## src/rtl/lmc_loader_pkg.sv

```systemverilog
// rtl/lmc_loader_pkg.sv - shared loader FSM states and LMC instruction field positions
// Package lmc_pkg
//   lmc_state_t : loader FSM state encoding
//   LMC_*       : bit positions of the LMC instruction fields held in program memory
package lmc_pkg;

    typedef enum logic [2:0] {
        ST_IDLE  = 3'd0,
        ST_LOAD  = 3'd1,
        ST_WRITE = 3'd2,
        ST_CHECK = 3'd3,
        ST_DONE  = 3'd4,
        ST_RUN   = 3'd5
    } lmc_state_t;

    // LMC instruction word layout
    localparam int unsigned LMC_BIT_JUMP     = 7;
    localparam int unsigned LMC_BIT_ACC_LOAD = 6;
    localparam int unsigned LMC_BIT_MUX_SEL  = 5;
    localparam int unsigned LMC_JMP_TGT_MSB  = 1;
    localparam int unsigned LMC_JMP_TGT_LSB  = 0;

endpackage

```

## src/rtl/lmc_loader_if.sv

```systemverilog
// rtl/lmc_loader_if.sv - host byte stream, program memory bus and CPU control bundle
// Interface lmc_loader_if #(ADDR_WIDTH, DATA_WIDTH)
//   load_start            : host request to (re)load program memory
//   in_data/in_valid/in_ready : host byte handshake
//   mem_adr/mem_data/mem_we   : program memory write port (mem_adr also drives readback)
//   mem_rdata             : program memory combinational read data
//   cpu_run/load_done/load_error : CPU enable and load status
// Modports: slave = loader side, master = host / memory / CPU side.
interface lmc_loader_if #(
    parameter int ADDR_WIDTH = 2,
    parameter int DATA_WIDTH = 8
);
    logic                  load_start;
    logic [DATA_WIDTH-1:0] in_data;
    logic                  in_valid;
    logic                  in_ready;
    logic [ADDR_WIDTH-1:0] mem_adr;
    logic [DATA_WIDTH-1:0] mem_data;
    logic                  mem_we;
    logic [DATA_WIDTH-1:0] mem_rdata;
    logic                  cpu_run;
    logic                  load_done;
    logic                  load_error;

    modport slave (
        input  load_start, in_data, in_valid, mem_rdata,
        output in_ready, mem_adr, mem_data, mem_we, cpu_run, load_done, load_error
    );

    modport master (
        output load_start, in_data, in_valid, mem_rdata,
        input  in_ready, mem_adr, mem_data, mem_we, cpu_run, load_done, load_error
    );

endinterface

```

## src/rtl/lmc_addr_counter.sv

```systemverilog
// rtl/lmc_addr_counter.sv - program memory address counter with clear and increment
// Ports
//   clk, rst  : clock, asynchronous active-high reset
//   i_clr     : synchronous clear to 0 (wins over i_inc)
//   i_inc     : advance by one, ADDR_WIDTH-bit wrap
//   o_addr    : current address
module lmc_addr_counter #(
    parameter int ADDR_WIDTH = 2
) (
    input  logic                  clk,
    input  logic                  rst,
    input  logic                  i_clr,
    input  logic                  i_inc,
    output logic [ADDR_WIDTH-1:0] o_addr
);

    logic [ADDR_WIDTH-1:0] r_addr;

    always_ff @(posedge clk or posedge rst) begin
        if (rst) begin
            r_addr <= '0;
        end else if (i_clr) begin
            r_addr <= '0;
        end else if (i_inc) begin
            r_addr <= r_addr + ADDR_WIDTH'(1);
        end
    end

    assign o_addr = r_addr;

endmodule

```

## src/rtl/lmc_loader.sv

```systemverilog
// rtl/lmc_loader.sv - loads host bytes into LMC program memory, then releases the CPU
// Ports
//   timer555    : clock, all state on its rising edge
//   reset_count : asynchronous active-high reset
//   bus         : lmc_loader_if.slave (host stream, memory port, CPU control)
// Optional feature macro: LMC_LOADER_READBACK_EN (XOR readback verify after the last write)
module lmc_loader
    import lmc_pkg::*;
#(
    parameter int ADDR_WIDTH = 2,
    parameter int DATA_WIDTH = 8
) (
    input  logic        timer555,
    input  logic        reset_count,
    lmc_loader_if.slave bus
);

    lmc_state_t            r_state;
    lmc_state_t            w_state_nxt;
    logic [ADDR_WIDTH-1:0] w_addr;
    logic [DATA_WIDTH-1:0] r_mem_data;
    logic                  w_last;
    logic                  w_accept;
    logic                  w_start;
    logic                  w_addr_clr;
    logic                  w_addr_inc;
    logic                  w_in_ready;
    logic                  w_mem_we;
    logic                  w_cpu_run;
    logic                  w_load_done;

    // Only a full-depth load ever ends, so the last word is the all-ones address.
    assign w_last   = (w_addr == {ADDR_WIDTH{1'b1}});
    assign w_accept = (r_state == ST_LOAD) && bus.in_valid;
    // load_start is only honoured while the CPU side is quiescent.
    assign w_start  = bus.load_start && ((r_state == ST_IDLE) || (r_state == ST_RUN));

    lmc_addr_counter #(
        .ADDR_WIDTH (ADDR_WIDTH)
    ) u_addr_counter (
        .clk    (timer555),
        .rst    (reset_count),
        .i_clr  (w_addr_clr),
        .i_inc  (w_addr_inc),
        .o_addr (w_addr)
    );

    always_ff @(posedge timer555 or posedge reset_count) begin
        if (reset_count) begin
            r_state <= ST_IDLE;
        end else begin
            r_state <= w_state_nxt;
        end
    end

    always_comb begin
        w_state_nxt = r_state;
        case (r_state)
            ST_IDLE, ST_RUN: begin
                if (bus.load_start) begin
                    w_state_nxt = ST_LOAD;
                end
            end
            ST_LOAD: begin
                if (bus.in_valid) begin
                    w_state_nxt = ST_WRITE;
                end
            end
            ST_WRITE: begin
                if (w_last) begin
`ifdef LMC_LOADER_READBACK_EN
                    w_state_nxt = ST_CHECK;
`else
                    w_state_nxt = ST_DONE;
`endif
                end else begin
                    w_state_nxt = ST_LOAD;
                end
            end
`ifdef LMC_LOADER_READBACK_EN
            ST_CHECK: begin
                if (w_last) begin
                    w_state_nxt = ST_DONE;
                end
            end
`endif
            ST_DONE: begin
                w_state_nxt = ST_RUN;
            end
            default: begin
                w_state_nxt = ST_IDLE;
            end
        endcase
    end

    always_comb begin
        w_in_ready  = 1'b0;
        w_mem_we    = 1'b0;
        w_cpu_run   = 1'b0;
        w_load_done = 1'b0;
        w_addr_clr  = 1'b0;
        w_addr_inc  = 1'b0;
        case (r_state)
            ST_IDLE: begin
                w_addr_clr = bus.load_start;
            end
            ST_LOAD: begin
                w_in_ready = 1'b1;
            end
            ST_WRITE: begin
                w_mem_we   = 1'b1;
                w_addr_clr = w_last;
                w_addr_inc = !w_last;
            end
`ifdef LMC_LOADER_READBACK_EN
            ST_CHECK: begin
                w_addr_clr = w_last;
                w_addr_inc = !w_last;
            end
`endif
            ST_DONE: begin
                w_load_done = 1'b1;
            end
            ST_RUN: begin
                w_cpu_run  = 1'b1;
                w_addr_clr = bus.load_start;
            end
            default: begin
            end
        endcase
    end

    // Byte is held here through the WRITE cycle so mem_data is stable under mem_we.
    always_ff @(posedge timer555 or posedge reset_count) begin
        if (reset_count) begin
            r_mem_data <= '0;
        end else if (w_accept) begin
            r_mem_data <= bus.in_data;
        end
    end

`ifdef LMC_LOADER_READBACK_EN
    logic [DATA_WIDTH-1:0] r_checksum;
    logic [DATA_WIDTH-1:0] r_rd_sum;
    logic                  r_load_error;
    logic [DATA_WIDTH-1:0] w_rd_sum_nxt;

    assign w_rd_sum_nxt = r_rd_sum ^ bus.mem_rdata;

    always_ff @(posedge timer555 or posedge reset_count) begin
        if (reset_count) begin
            r_checksum   <= '0;
            r_rd_sum     <= '0;
            r_load_error <= 1'b0;
        end else if (w_start) begin
            r_checksum   <= '0;
            r_rd_sum     <= '0;
            r_load_error <= 1'b0;
        end else begin
            if (w_accept) begin
                r_checksum <= r_checksum ^ bus.in_data;
            end
            if (r_state == ST_CHECK) begin
                r_rd_sum <= w_rd_sum_nxt;
                // Compare includes the last word read this cycle, so the flag is
                // already valid in the DONE cycle alongside load_done.
                if (w_last && (w_rd_sum_nxt != r_checksum)) begin
                    r_load_error <= 1'b1;
                end
            end
        end
    end

    assign bus.load_error = r_load_error;
`else
    logic unused_rdata;
    assign unused_rdata   = ^bus.mem_rdata;
    assign bus.load_error = 1'b0;
`endif

    assign bus.in_ready  = w_in_ready;
    assign bus.mem_we    = w_mem_we;
    assign bus.cpu_run   = w_cpu_run;
    assign bus.load_done = w_load_done;
    assign bus.mem_adr   = w_addr;
    assign bus.mem_data  = r_mem_data;

endmodule
```

## src/flat_wrapper.sv

```systemverilog
// flat-port wrapper written by rule: the top's interface ports become plain ports
module lmc_loader_flat import lmc_pkg::*;
#(
    parameter int ADDR_WIDTH = 2,
    parameter int DATA_WIDTH = 8
)
  (timer555, reset_count, bus_load_start, bus_in_data, bus_in_valid, bus_mem_rdata, bus_in_ready, bus_mem_adr, bus_mem_data, bus_mem_we, bus_cpu_run, bus_load_done, bus_load_error);
  lmc_loader_if #(.ADDR_WIDTH(ADDR_WIDTH), .DATA_WIDTH(DATA_WIDTH)) bus_i ();
  input  logic timer555;
  input  logic reset_count;
  input wire logic [$bits(bus_i.load_start)-1:0] bus_load_start;
  input wire logic [$bits(bus_i.in_data)-1:0] bus_in_data;
  input wire logic [$bits(bus_i.in_valid)-1:0] bus_in_valid;
  input wire logic [$bits(bus_i.mem_rdata)-1:0] bus_mem_rdata;
  output wire logic [$bits(bus_i.in_ready)-1:0] bus_in_ready;
  output wire logic [$bits(bus_i.mem_adr)-1:0] bus_mem_adr;
  output wire logic [$bits(bus_i.mem_data)-1:0] bus_mem_data;
  output wire logic [$bits(bus_i.mem_we)-1:0] bus_mem_we;
  output wire logic [$bits(bus_i.cpu_run)-1:0] bus_cpu_run;
  output wire logic [$bits(bus_i.load_done)-1:0] bus_load_done;
  output wire logic [$bits(bus_i.load_error)-1:0] bus_load_error;
  assign bus_i.load_start = bus_load_start;
  assign bus_i.in_data = bus_in_data;
  assign bus_i.in_valid = bus_in_valid;
  assign bus_i.mem_rdata = bus_mem_rdata;
  assign bus_in_ready = bus_i.in_ready;
  assign bus_mem_adr = bus_i.mem_adr;
  assign bus_mem_data = bus_i.mem_data;
  assign bus_mem_we = bus_i.mem_we;
  assign bus_cpu_run = bus_i.cpu_run;
  assign bus_load_done = bus_i.load_done;
  assign bus_load_error = bus_i.load_error;
  lmc_loader #(.ADDR_WIDTH(ADDR_WIDTH), .DATA_WIDTH(DATA_WIDTH)) u_core (.timer555(timer555), .reset_count(reset_count), .bus(bus_i));
endmodule
```

## config.mk

```make
export PLATFORM = sky130hd
export DESIGN_NAME = lmc_loader_flat
export DESIGN_NICKNAME = d
export VERILOG_FILES = /design/src/rtl/lmc_loader_pkg.sv /design/src/rtl/lmc_loader_if.sv /design/src/rtl/lmc_addr_counter.sv /design/src/rtl/lmc_loader.sv /design/src/flat_wrapper.sv
export SDC_FILE = /design/constraint.sdc
export NUM_CORES = 1
export LEC_CHECK = 0
export BUFFER_PORTS_ARGS = -buffer_cell sky130_fd_sc_hd__buf_2
export CORE_MARGIN = 8
export CORE_UTILIZATION = 45
export DETAILED_ROUTE_END_ITERATION = 16
export HOLD_SLACK_MARGIN = 0.02
export PLACE_DENSITY_LB_ADDON = 0.05
export SLEW_MARGIN = 20
export SYNTH_ARGS = -nofsm -noshare
export SYNTH_HDL_FRONTEND = slang
export SYNTH_SLANG_ARGS = --single-unit
```

## constraint.sdc

```tcl
create_clock -name timer555 -period 2.5 [get_ports timer555]
set_input_delay 0.125 -clock timer555 [delete_from_list [all_inputs] [get_ports timer555]]
set_output_delay 0.125 -clock timer555 [all_outputs]
set_load 0.01 [all_outputs]
```

==> results of run 1 <==
==> cell type report <==
type,count,share of cell area
tap,15,0.0234
timing repair buffer,26,0.169
clock buffer,4,0.0328
sequential,13,0.406
inverter,7,0.0328
multi-input combinational,30,0.336
==> cell families after synthesis <==
logic type	count (synthesis)	share of synthesized area
adder cells (fa/ha/maj)	1	0.0192
AO/OA/AOI/OAI	7	0.0747
buffers and inverters	10	0.0900
flip-flops	13	0.498
multiplexers	8	0.184
other	1	0.00574
AND/OR/NAND/NOR	13	0.128
==> placed cells by master, fill, tap and decap left out <==
cell type / count
inv_1: 7
and2_1: 1
or2b_1: 1
ha_1: 1
nor2_1: 2
a211oi_1: 1
clkbuf_1: 1
nor3b_2: 1
dlygate4sd3_1: 1
a32o_1: 1
conb_1: 1
o32ai_1: 1
a21oi_1: 2
or2_2: 1
and2b_1: 1
mux2_4: 8
nand2_1: 2
clkbuf_4: 3
o22ai_1: 2
nor3b_1: 1
dfrtp_1: 13
nor2b_1: 2
and2_4: 1
buf_2: 25
==> where the power goes <==
part | internal, mW | switching [mW] | leakage (nW) | total, mW
Clock | 0.0617 | 0.0622 | 0.0150 | 0.124
Combinational | 0.238 | 0.182 | 0.265 | 0.419
Sequential | 0.304 | 0.0703 | 0.160 | 0.374
Total | 0.603 | 0.314 | 0.440 | 0.917
==> path summary, 6_finish.rpt <==
path	cells after the start	to	slack, ns
max	3	u_core.bus.mem_data[3]$_DFFE_PP0P_	1.10
min	2	u_core.bus.mem_data[5]$_DFFE_PP0P_	0.08
max reg2reg	3	u_core.bus.mem_data[3]$_DFFE_PP0P_	1.10
min reg2reg	1	u_core.bus.mem_data[7]$_DFFE_PP0P_	0.51
max in group asynchronous	3	u_core.r_state[2]$_DFFE_PP0P_	1.76
min in group asynchronous	3	u_core.bus.mem_data[7]$_DFFE_PP0P_	0.42
==> flip-flops by register name, indices dropped and copies added (netlist names) <==
| register | count |
|---|---|
| u_core.bus.mem_data | 8 |
| u_core.r_state | 3 |
| u_core.u_addr_counter.o_addr | 2 |
==> stage by stage <==
step	hold slack [ns]	power, mW	util
finish	0.0840	0.917	0.600
global route	0.0714	0.990	0.600
CTS	0.0764	0.933	0.600
detailed placement	0.162	0.803	0.573
global placement	0.162	0.793	0.573
floorplan	0.00196	0.681	-
==> per-layer routing <==
metal / vias to the layer above / track usage / routed length, um
met1: 222 / 0.115 / 536
met2: 20 / 0.147 / 566
met3: 0 / 0.0634 / 179
met4: 0 / 0 / 0
met5: - / 0 / 0
li1: 228 / - / -
==> repair_timing <==
action,4_1_cts,5_1_grt
hold buffers,1,0
endpoints found under the setup margin,0,0
endpoints found under the hold margin,13,0
==> summary.txt, run 1 <==
Layout
  – Nets: 102
  – Fillers: about 120
  – Diodes inserted: 0
  – Area Growth Syn to Fin: 22.6%
  – Multi-input logic area: 269 um^2
  – Layout cells sized above 1: 0.488
  – Seq. cell area: 325 um^2
  – Final Instance Area: 801 um^2
  – Final std cells w/o fill: 95

STA
  – Total negative setup slack: 0 ns
  – Setup Skew: 0.00333 ns
  – Maximum clock rate: just over 0.7 GHz
  – Period minus WS final: around 1.4 ns
  – Slew Limit Fails: 0
  – Setup ws final: 1.10 ns
  – # setup viols final: 0
  – Final hold vios: 0
  – Tcrit/Tclk final: 0.560
  – RSZ-0062 raised after global routing: no

GRT
  – Pin count of the biggest net entering global routing: 14
  – All-Layer GR Usage: 0.0948
  – First-pass GRT wire length: roughly 2000 um
  – Vias in the first global route: 470
  – Overflow left after global routing: 0
  – Initial antenna violation count: 0

Placed design
  – Gpl congestion: 0.737
  – Dpl cell area: between 700 and 800 um^2
  – Port-buffer cells: 25
  – Post-place setup slack: 1.11 ns
  – DP Wirelength: 1010 um
  – Placed insts: 90

Yosys
  – Count leader, synth: dfrtp_1
  – Main synth FF type: dfrtp_1
  – Mapped cell area: 653 um^2
  – Main area contributors after synthesis: dfrtp_1 (50%), mux2_4 (18%), inv_1 (4.0%)
  – Post-synth EDFFs: 0
  – Post-Syn Instances: 53
  – Synth warn: 0
  – Asr flop ratio synth: 1.00
  – Syn_area_per_cell: between 10 and 15 um^2
  – Syn Nets: 74
  – Commonest cells in the synthesized netlist: dfrtp_1 (13), mux2_4 (8), inv_1 (7)
  – Top cell type's share of synthesized area: 0.498
  – #FFs+latches synth: 13
  – Synth cell types: 23
  – Leading area contributor after synthesis: dfrtp_1
  – Sequential cell area fraction in the yosys report: 0.498

Route
  – Total vias in the final route: 470
  – Drt wl/cell: 13.5 um
  – DRT Pass-1 Iters: 2
  – DRC viols: 0
  – Initial DRC count: 1
  – Routed WL: 1280 um
  – Post-DRT Antenna Nets: 0
  – Via density: 4.95

Worst setup path
  – Critical R2R Launch: u_core.r_state[0]$_DFFE_PP0P_
  – Crit Path Class: reg2reg
  – Critical path origin: u_core.r_state[0]$_DFFE_PP0P_
  – CP max-delay cell: dfrtp_1
  – Critical Path AT: between 1.5 and 2 ns
  – CP delay by family, top: simple AND/OR/NAND/NOR gates
  – Crit path capture type: register
  – Startpoint types: register
  – Worst endpoint required time: about 2.7 ns
  – Worst Path Buf+Inv: 0
  – CP max FO: 9
  – CP cell instances: nor3b_2 > and2_4 > mux2_4
  – Critical Path Max Stage Delay: 0.46 ns

Hold path
  – Hold_sp: bus_in_data[5]
  – Worst hold path class: in2reg

Pwr
  – PwrDens: 1150 mW/mm^2
  – VDD IR max: 0.000708 V
  – P_leak: 0.440 nW

CTS
  – Bufs on Longest Clock Path: 2
  – H-tree Lvls: 1
  – Post-CTS Setup Repair Bufs: 0
  – Post-CTS Resized: 0
  – Clock latency on the worst-skew pair: about 0.27 ns
  – Worst-path clk slew: 0.07 ns
  – Clock root buffer: clkbuf_4
  – Clock sink count: 13
  – CTS buffer count: 3
  – CTS tree: done

Flow run
  – Max_cap viols: 0

Die
  – Die area: 0.00293 mm^2
  – Die W: about 54 um
  – Die Span Y: around 54 um
  – I/O Pins: 35
  – Initial Util: 0.490
  – Core area: 0.00133 mm^2
  – Num rows: 13

Outcome
  – Status: finished clean
Power figures use the tool's default switching activity.
==> run 2: changes to the inputs <==
--- a/config.mk
+++ b/config.mk
@@ -7,7 +7,7 @@
 export LEC_CHECK = 0
 export BUFFER_PORTS_ARGS = -buffer_cell sky130_fd_sc_hd__buf_2
 export CORE_MARGIN = 8
-export CORE_UTILIZATION = 45
+export CORE_UTILIZATION = 38
 export DETAILED_ROUTE_END_ITERATION = 16
 export HOLD_SLACK_MARGIN = 0.02
 export PLACE_DENSITY_LB_ADDON = 0.05
==> constraint.sdc (replaced) <==
create_clock -name timer555 -period 1.2 [get_ports timer555]
set_input_delay 0.06 -clock timer555 [delete_from_list [all_inputs] [get_ports timer555]]
set_output_delay 0.06 -clock timer555 [all_outputs]
set_load 0.01 [all_outputs]
==> summary.txt, run 2 (synthesized netlist as in run 1, its figures left out) <==
Layout
  – Layout cells sized above 1: 0.598 (+0.110)
  – Largest register FFs: 8 (unchanged)
  – Most frequent cells in the layout: buf_2 (23), dfrtp_1 (12), dlygate4sd3_1 (9), mux2_4 (8)
  – Diodes inserted: 0 (unchanged)
  – Final Core Density: 0.619 (+0.0191)
  – Area Growth Syn to Fin: 58.4%
  – Commonest non-fill, non-tap cell in the layout: buf_2
  – Nets: 119 (+17%)
  – Final Instance Area: 0.00103 mm^2 (+29%)

CTS
  – Clock sink count: 13 (unchanged)
  – Worst-path clk slew: 0.08 ns (about the same)
  – CTS buffer count: 3 (unchanged)
  – Bufs on Longest Clock Path: 2 (unchanged)
  – Clock root buffer: clkbuf_4
  – Clock latency on the worst-skew pair: 0.27 ns (about the same)
  – H-tree Lvls: 1 (unchanged)
  – CTS tree: done

Die
  – Die area: 0.00330 mm^2 (+13%)
  – Die Span Y: 57.5 um (+6.2%)
  – Initial Util: 0.391 (-0.0987)
  – I/O Pins: 35 (unchanged)
  – Core area: 0.00167 mm^2 (+25%)
  – Die W: 57.5 um (+6.2%)
  – Num rows: 15 (+2)

STA
  – Final hold vios: 0 (unchanged)
  – Setup ws final: -0.129 ns (-1.23 ns)
  – Setup Skew: 0.00609 ns (+0.00276 ns)
  – RSZ-0062 raised after global routing: yes
  – Tcrit/Tclk final: 1.11 (+0.548)
  – Period minus WS final: 1.33 ns (-0.0700 ns)
  – Total negative setup slack: -1.15 ns (-1.15 ns)
  – # setup viols final: 12 (+12)
  – Maximum clock rate: 0.752 GHz (+5.3%)
  – Slew Limit Fails: 0 (unchanged)

Placed design
  – Dpl cell area: 803 um^2 (+5.1%)
  – DP Wirelength: 1030 um (+2.9%)
  – Gpl congestion: 0.737 (about the same)
  – Port-buffer cells: 25 (unchanged)
  – Post-place setup slack: -0.145 ns (-1.25 ns)

Route
  – Via density: 4.77 (-3.5%)
  – Initial DRC count: 10 (+9)
  – DRT Pass-1 Iters: 4 (+2)
  – Total vias in the final route: 544 (+16%)
  – Routed WL: 1620 um (+26%)
  – Post-DRT Antenna Nets: 0 (unchanged)
  – DRC viols: 0 (unchanged)
  – Drt wl/cell: 14.2 um (+5.0%)

Pwr
  – P_leak: 0.531 nW (+21%)
  – Reg power frac: 0.337 (-0.071)
  – Switching pwr: 0.783 mW (+150%)
  – Comb pwr share: 0.548 (+0.091)
  – Switching share of power: 0.342 (-0.000375)
  – Internal power: 1.51 mW (+150%)
  – Clock network power share: 0.115 (-0.020)
  – VDD IR max: 0.00119 V (+68%)
  – PwrDens: 2210 mW/mm^2 (+93%)

GRT
  – Pin count of the biggest net entering global routing: 14 (unchanged)
  – Initial antenna violation count: 0 (unchanged)
  – Vias in the first global route: 569 (+21%)
  – All-Layer GR Usage: 0.106 (+0.0115)
  – First-pass GRT wire length: 2710 um (+32%)
  – Overflow left after global routing: 0 (unchanged)

Outcome
  – Failing checks: negative setup slack
  – Status: finished, violations left

Worst setup path
  – Startpoint types: register
  – Crit path capture type: register
  – Worst endpoint required time: 1.35 ns (-1.30 ns)
  – CP max FO: 5 (-4)
  – Crit Path Class: reg2reg
  – Critical Path AT: 1.48 ns (-0.07 ns)

Hold path
  – Worst hold path class: in2reg

Flow run
  – Max_cap viols: 0 (unchanged)
[run 2: cell count changes in the layout (fill, tap and decap cells not counted), moves of 2 or more]
cell	before	now
buf_2	25	23
nor2b_1	2	0
buf_4	0	4
buf_6	0	6
dlygate4sd3_1	1	9
[run 2: per-stage QoR]
stage          instances  power, mW  hold slack [ns]
6_report             114       2.29            0.127
5_1_grt              114       2.47            0.129
4_1_cts              112       2.22           0.0201
3_5_place_dp          96       1.75            0.109
3_3_place_gp          96       1.75            0.110
2_1_floorplan         53       1.45          -0.0630
[run 2: timing repair]
item | CTS | global route
hold buffers | 8 | 1
resized for setup | 11 | 9
hold endpoints to repair | 20 | 1
setup endpoints to repair | 14 | 15
setup buffers | 3 | 1
pin swaps | 4 | 4
gates cloned | 1 | 0
[run 2: critical path, cell delays in order, from the launching register on]
cell and delay (ns):
dfrtp_1 0.42, nor3b_4 0.25, and2_4 0.24, mux2_4 0.31
[run 2: path summary, 6_finish.rpt]
path                                                    start                                  to  slack, ns  depth (start not counted)
hold reg to reg            u_core.bus.mem_data[0]$_DFFE_PP0P_  u_core.bus.mem_data[0]$_DFFE_PP0P_       0.51                          1
min in group asynchronous                         reset_count       u_core.r_state[1]$_DFFE_PP0P_       0.36                          3
hold / removal                                   bus_in_valid       u_core.r_state[1]$_DFFE_PP0P_       0.13                          2
setup / recovery                u_core.r_state[2]$_DFFE_PP0P_  u_core.bus.mem_data[3]$_DFFE_PP0P_      -0.13                          3
max in group asynchronous                         reset_count       u_core.r_state[0]$_DFFE_PP0P_       0.49                          3
setup reg to reg                u_core.r_state[2]$_DFFE_PP0P_  u_core.bus.mem_data[3]$_DFFE_PP0P_      -0.13                          3
[run 2: power groups by stage]
| stage | clock network, mW | registers (mW) | logic (mW) |
|---|---|---|---|
| after global routing | 0.298 | 0.803 | 1.37 |
| after global placement | 0 | 0.784 | 0.965 |
| after detailed placement | 0 | 0.771 | 0.979 |
| after floorplan | 0 | 0.844 | 0.610 |
| final | 0.263 | 0.773 | 1.25 |
| after CTS | 0.274 | 0.764 | 1.18 |
[run 2: cell type report]
class / count / area, um^2
Sequential cell: 13 / 327
Fill cell: 149 / 636
Clock buffer: 4 / 26.3
Inverter: 7 / 26.3
Timing Repair Buffer: 42 / 303
Multi-Input combinational cell: 31 / 332
Tap cell: 17 / 21.3
[run 2: metal layers]
metal  wire (um)  vias up  track usage
met1         640      264        0.105
li1            -      264            -
met2         854       14        0.193
met3         114        2       0.0404
met4           6        0       0.0429
met5           0        -            0
